File: config.mk
export PLATFORM = sky130hd
export DESIGN_NAME = mem_copy_engine
export DESIGN_NICKNAME = d
export VERILOG_FILES = /design/src/rtl/mem_copy_engine.sv
export SDC_FILE = /design/constraint.sdc
export NUM_CORES = 1
export LEC_CHECK = 0
export ABC_CLOCK_PERIOD_IN_PS = 4000
export BUFFER_PORTS_ARGS = -buffer_cell sky130_fd_sc_hd__clkbuf_2
export CAP_MARGIN = 0
export CORE_MARGIN = 10
export CORE_UTILIZATION = 37
export DETAILED_ROUTE_END_ITERATION = 16
export MAX_ROUTING_LAYER = met4
export PLACE_DENSITY = 0.67
export SYNTH_ARGS = -nofsm -noshare
export SYNTH_HDL_FRONTEND = slang
export SYNTH_SLANG_ARGS = --single-unit
export TNS_END_PERCENT = 30
File: constraint.sdc
create_clock -name clk -period 4 [get_ports clk]
set_input_delay 0.2 -clock clk [delete_from_list [all_inputs] [get_ports clk]]
set_output_delay 0.2 -clock clk [all_outputs]
set_load 0.02 [all_outputs]
File: src/rtl/mem_copy_engine.sv
// mem_copy_engine: block-copy engine for the 14-bit-address / 10-bit-data
// unified memory (RAM below 0x2000, ROM above). Copies a run of words in
// ascending address order from RAM or ROM into RAM, two cycles per word:
// an ISSUE cycle presents the read, the following XFER cycle writes the
// returned data straight through to the write port.
module mem_copy_engine #(
    parameter int ADDR_W = 14,
    parameter int DATA_W = 10
) (
    input  logic              clk,
    input  logic              rst_n,
    input  logic              start,
    input  logic [ADDR_W-1:0] src,
    input  logic [ADDR_W-1:0] dst,
    input  logic [ADDR_W-1:0] len,
    input  logic              abort,
    output logic              busy,
    output logic              done,
    output logic              err,
    output logic              mem_read,
    output logic [ADDR_W-1:0] mem_raddr,
    input  logic [DATA_W-1:0] mem_rdata,
    output logic              mem_write,
    output logic [ADDR_W-1:0] mem_waddr,
    output logic [DATA_W-1:0] mem_wdata
);

    typedef enum logic [1:0] {
        IDLE  = 2'd0,
        ISSUE = 2'd1,
        XFER  = 2'd2
    } state_t;

    // Last valid RAM address and last valid memory address, one bit wider
    // than an address so the end-of-range sums cannot wrap.
    localparam logic [ADDR_W:0] RAM_LAST = {2'b00, {(ADDR_W-1){1'b1}}};
    localparam logic [ADDR_W:0] MEM_LAST = {1'b0, {ADDR_W{1'b1}}};
    localparam logic [ADDR_W:0] ONE_W    = {{ADDR_W{1'b0}}, 1'b1};
    localparam logic [ADDR_W-1:0] ONE    = {{(ADDR_W-1){1'b0}}, 1'b1};

    state_t            state_reg;
    logic [ADDR_W-1:0] src_reg;
    logic [ADDR_W-1:0] dst_reg;
    logic [ADDR_W-1:0] count_reg;
    logic              busy_reg;
    logic              done_reg;
    logic              err_reg;
    logic              mem_read_reg;
    logic              mem_write_reg;

    logic [ADDR_W:0]   src_end;
    logic [ADDR_W:0]   dst_end;
    logic              len_zero;
    logic              cmd_err;

    // Command validation: last source/destination address of the run,
    // computed one bit wide so an overrun is visible instead of wrapping.
    assign src_end  = {1'b0, src} + {1'b0, len} - ONE_W;
    assign dst_end  = {1'b0, dst} + {1'b0, len} - ONE_W;
    assign len_zero = (len == '0);
    assign cmd_err  = dst[ADDR_W-1] || (dst_end > RAM_LAST) || (src_end > MEM_LAST);

    // Copy sequencer: command acceptance, ISSUE/XFER alternation, abort and
    // completion status, with all control outputs registered.
    always_ff @(posedge clk or negedge rst_n) begin
        if (!rst_n) begin
            state_reg     <= IDLE;
            src_reg       <= '0;
            dst_reg       <= '0;
            count_reg     <= '0;
            busy_reg      <= 1'b0;
            done_reg      <= 1'b0;
            err_reg       <= 1'b0;
            mem_read_reg  <= 1'b0;
            mem_write_reg <= 1'b0;
        end else begin
            done_reg <= 1'b0;
            case (state_reg)
                IDLE: begin
                    if (start) begin
                        if (len_zero) begin
                            done_reg <= 1'b1;
                            err_reg  <= 1'b0;
                        end else if (cmd_err) begin
                            // Rejected commands never touch memory.
                            done_reg <= 1'b1;
                            err_reg  <= 1'b1;
                        end else begin
                            src_reg      <= src;
                            dst_reg      <= dst;
                            count_reg    <= len;
                            err_reg      <= 1'b0;
                            busy_reg     <= 1'b1;
                            mem_read_reg <= 1'b1;
                            state_reg    <= ISSUE;
                        end
                    end
                end
                ISSUE: begin
                    mem_read_reg <= 1'b0;
                    if (abort) begin
                        busy_reg  <= 1'b0;
                        done_reg  <= 1'b1;
                        err_reg   <= 1'b1;
                        state_reg <= IDLE;
                    end else begin
                        mem_write_reg <= 1'b1;
                        state_reg     <= XFER;
                    end
                end
                XFER: begin
                    // The write presented this cycle lands at this edge, even
                    // when abort is also sampled here.
                    mem_write_reg <= 1'b0;
                    src_reg       <= src_reg + ONE;
                    dst_reg       <= dst_reg + ONE;
                    count_reg     <= count_reg - ONE;
                    if (abort || (count_reg == ONE)) begin
                        busy_reg  <= 1'b0;
                        done_reg  <= 1'b1;
                        err_reg   <= abort;
                        state_reg <= IDLE;
                    end else begin
                        mem_read_reg <= 1'b1;
                        state_reg    <= ISSUE;
                    end
                end
                default: begin
                    busy_reg      <= 1'b0;
                    mem_read_reg  <= 1'b0;
                    mem_write_reg <= 1'b0;
                    state_reg     <= IDLE;
                end
            endcase
        end
    end

    assign busy      = busy_reg;
    assign done      = done_reg;
    assign err       = err_reg;
    assign mem_read  = mem_read_reg;
    // The read address stays on src_reg through XFER so ROM data, which is
    // combinational, remains valid while it is being written.
    assign mem_raddr = src_reg;
    assign mem_write = mem_write_reg;
    assign mem_waddr = dst_reg;
    assign mem_wdata = mem_rdata;

endmodule

==> impl_metrics.py <==
metrics = {
    "clock_tree": {
        "cts_buffers": 5,
        "clk_path_buf_depth": 2,
        "tritoncts": "done",
        "cts_hold_buf": 0,
        "root_buffer": "clkbuf_16",
        "numClockSinks": 49,
        "clkTransAtPathRegs_ns": 0.07,
        "cts_max_level": 2,
        "postCtsSetupRepairBufs": 0,
        "ctsResizeCount": 0,
        "clk_latency_ns": 0.30,
    },
    "timing": {
        "relSlewSlack_pct": 47.5,
        "tightest_slew_ns": 0.787,
        "fin_crit_sh_pct": 82.0,
        "clock.fmax_mhz": 305,
        "rsz0062_at_grt": "false",
        "min_period_ns": 3.28,
        "fin_ws_ns": 0.722,
        "finalSetupViolCount": 0,
        "fin_setup_tns_ns": 0,
        "drv_slew": 0,
        "finalHoldViolCount": 0,
        "skew_ns": 0.00453,
    },
    "worst_setup_path": {
        "crit_family": "compound AO/OA/AOI/OAI gates",
        "critPathBufInv": 4,
        "r2r_slack_ns": 1.41,
        "cp_max_fo": 23,
        "r2r-start": "state_reg[0]$_DFFE_PN0P_",
        "cpPeakStageDelay_ns": 0.50,
        "setup.worst_path.start_class": "primary input",
        "cp_slowest_cell": "or3_1",
        "cp.arrival_ns": 3.47,
        "endpoint_kind": "flip-flop",
        "crit_type": "in -> reg",
        "critPathRequiredTime_ns": 4.19,
        "critPathLaunch": "len[1]",
        "path_cells": "clkbuf_2 > inv_1 > ha_1 > inv_1 > ha_1 > fa_1 > a211o_1 > o2111ai_1 > a211oi_1 > o211ai_2 > o2111ai_4 > or3_1 > buf_4 > o22a_1 > o221a_2",
    },
    "logic_synthesis": {
        "ys_ff_latch": 49,
        "synth_edf_count": 0,
        "synth.avg_cell_area_um2": 7.97,
        "async_flop_share_pct": 100,
        "yosysWarnings": 0,
        "synthDistinctLibCells": 63,
        "synth-main-ff-cell": "dfrtp_1",
        "ys_seq_area_share_pct": 25.3,
        "syn-cell-area_um2": 4850,
        "synth_cells": 609,
        "syn_nets": 728,
    },
    "placement": {
        "gp_congestion": 0.871,
        "port_buffers": 78,
        "place_ws_ns": 0.452,
        "dpl_cell_area_um2": 5340,
        "hpwl_mm": 11.3,
    },
    "layout": {
        "final_cell_area_um2": 5530,
        "drive_gt1_share_pct": 21.4,
        "n_antenna_cell": 0,
        "mostFrequentLayoutCell": "inv_1",
        "area_delta_synth_final_pct": 14.0,
        "nNetsFinal": 791,
        "final_cell_mix": "inv_1 (108), clkbuf_2 (78), ha_1 (61)",
    },
    "route": {
        "drc": 0,
        "drt-initial-drc-count": 348,
        "dr_total_vias": 4639,
        "routed_wl_mm": 14.6,
        "via_per_inst": 5.49,
        "ant_nets": 0,
        "first_pass_iters": 5,
        "detail_route.wl_per_cell_um": 17.3,
    },
    "floorplanning": {
        "die_height_um": 135,
        "placementRows": 41,
        "start_util_pct": 38.1,
        "ioPinCount": 99,
        "core_um2": 12700,
        "fp.dieW_um": 135,
        "dieArea_um2": 18100,
    },
    "job": {
        "maxCapViolCount": 0,
    },
    "global_route": {
        "grt_overflow": 0,
        "antenna_found_initial": 0,
        "grt_pass1_wl_mm": 23.5,
        "grt_usage_pct": 16.2,
        "grt_max_degree": 50,
        "grt_pass1_vias": 4595,
    },
    "power": {
        "p_leak_nw": 2.66,
        "vdd_drop_max_v": 0.000310,
        "power-per-cell-area_nw_per_um2": 610,
    },
    "outcome": {
        "outcome": "complete, no violations",
    },
    "worst_hold_path": {
        "hold_class": "in -> async",
    },
}
## area by class of cell
class	count	area [um^2]
inverters	109	409
fillers	1324	7190
well taps	172	215
clock buffers	5	125
repair buffers	88	465
flip-flops and latches	49	1230
clock inverters	3	65.1
multi-input cells	419	3020
## through the flow
stage	cells	power [mW]	hold WS, ns	util, %
final	845	3.37	0.0251	43.5
after global routing	845	3.64	0.0961	43.5
after CTS	845	3.38	0.0564	43.5
after detailed placement	837	2.80	0.380	42.0
after global placement	837	2.73	0.368	42.0
after floorplan	609	2.25	-0.0956	-
## cells in the mapped netlist (7+ instances only)
cell type / n / area (um^2)
inv_1: 108 / 405
ha_1: 62 / 776
a21oi_1: 51 / 255
dfrtp_1: 49 / 1230
nand2_1: 39 / 146
nor2_1: 37 / 139
o21ai_0: 33 / 165
nand3_1: 24 / 120
o22ai_2: 18 / 225
and3_1: 14 / 87.6
nor3_1: 14 / 70.1
buf_4: 13 / 97.6
or2_2: 13 / 81.3
clkbuf_1: 11 / 41.3
nor4_1: 9 / 56.3
nand4_1: 8 / 50.1
o22ai_1: 8 / 50.1
nand2b_1: 7 / 43.8
## worst reg2reg max path, cell delays in order, from the launching register on
cell	delay, ns
dfrtp_1	0.40
inv_1	0.11
ha_2	0.71
inv_1	0.58
nor4_1	0.41
nand3_1	0.13
o211ai_1	0.15
## path summary, 6_finish.rpt
check | endpoint | cells after the start
setup / recovery | mem_raddr[8]$_DFFE_PN0P_ | 15
hold / removal | mem_read$_DFFE_PN0P_ | 2
setup reg to reg | count_reg[8]$_DFFE_PN0P_ | 6
hold reg to reg | mem_write$_DFFE_PN0P_ | 2
max in group asynchronous | mem_waddr[12]$_DFFE_PN0P_ | 2
min in group clk | mem_waddr[7]$_DFFE_PN0P_ | 3
## layer usage
layer | wire length (um) | part of all wire, % | up-vias | GRT usage (%)
met4 | 257 | 1.8 | 0 | 4.47
met1 | 6630 | 45 | 2222 | 19.8
met3 | 768 | 5.3 | 21 | 2.97
li1 | - | - | 2252 | -
met5 | 0 | 0 | - | -
met2 | 6970 | 48 | 144 | 26.8
## power by group
| part | leakage, nW | internal [mW] | total, mW | switching, mW |
|---|---|---|---|---|
| sequential | 0.560 | 0.721 | 1.03 | 0.308 |
| combinational | 2.01 | 0.716 | 1.78 | 1.06 |
| clock | 0.0938 | 0.358 | 0.563 | 0.205 |
| total | 2.66 | 1.80 | 3.37 | 1.58 |
## logic make-up (layout without fill, tap and decap cells)
group | count (synthesis) | after routing | synth area share [%]
AND/OR/NAND/NOR | 180 | 180 | 18.6
AO/OA/AOI/OAI | 169 | 169 | 25.7
buffers and inverters | 141 | 205 | 12.5
adder cells (fa/ha/maj) | 63 | 63 | 16.4
flip-flops | 49 | 49 | 25.3
multiplexers | 7 | 7 | 1.52
(Power assumes the default switching activity.)
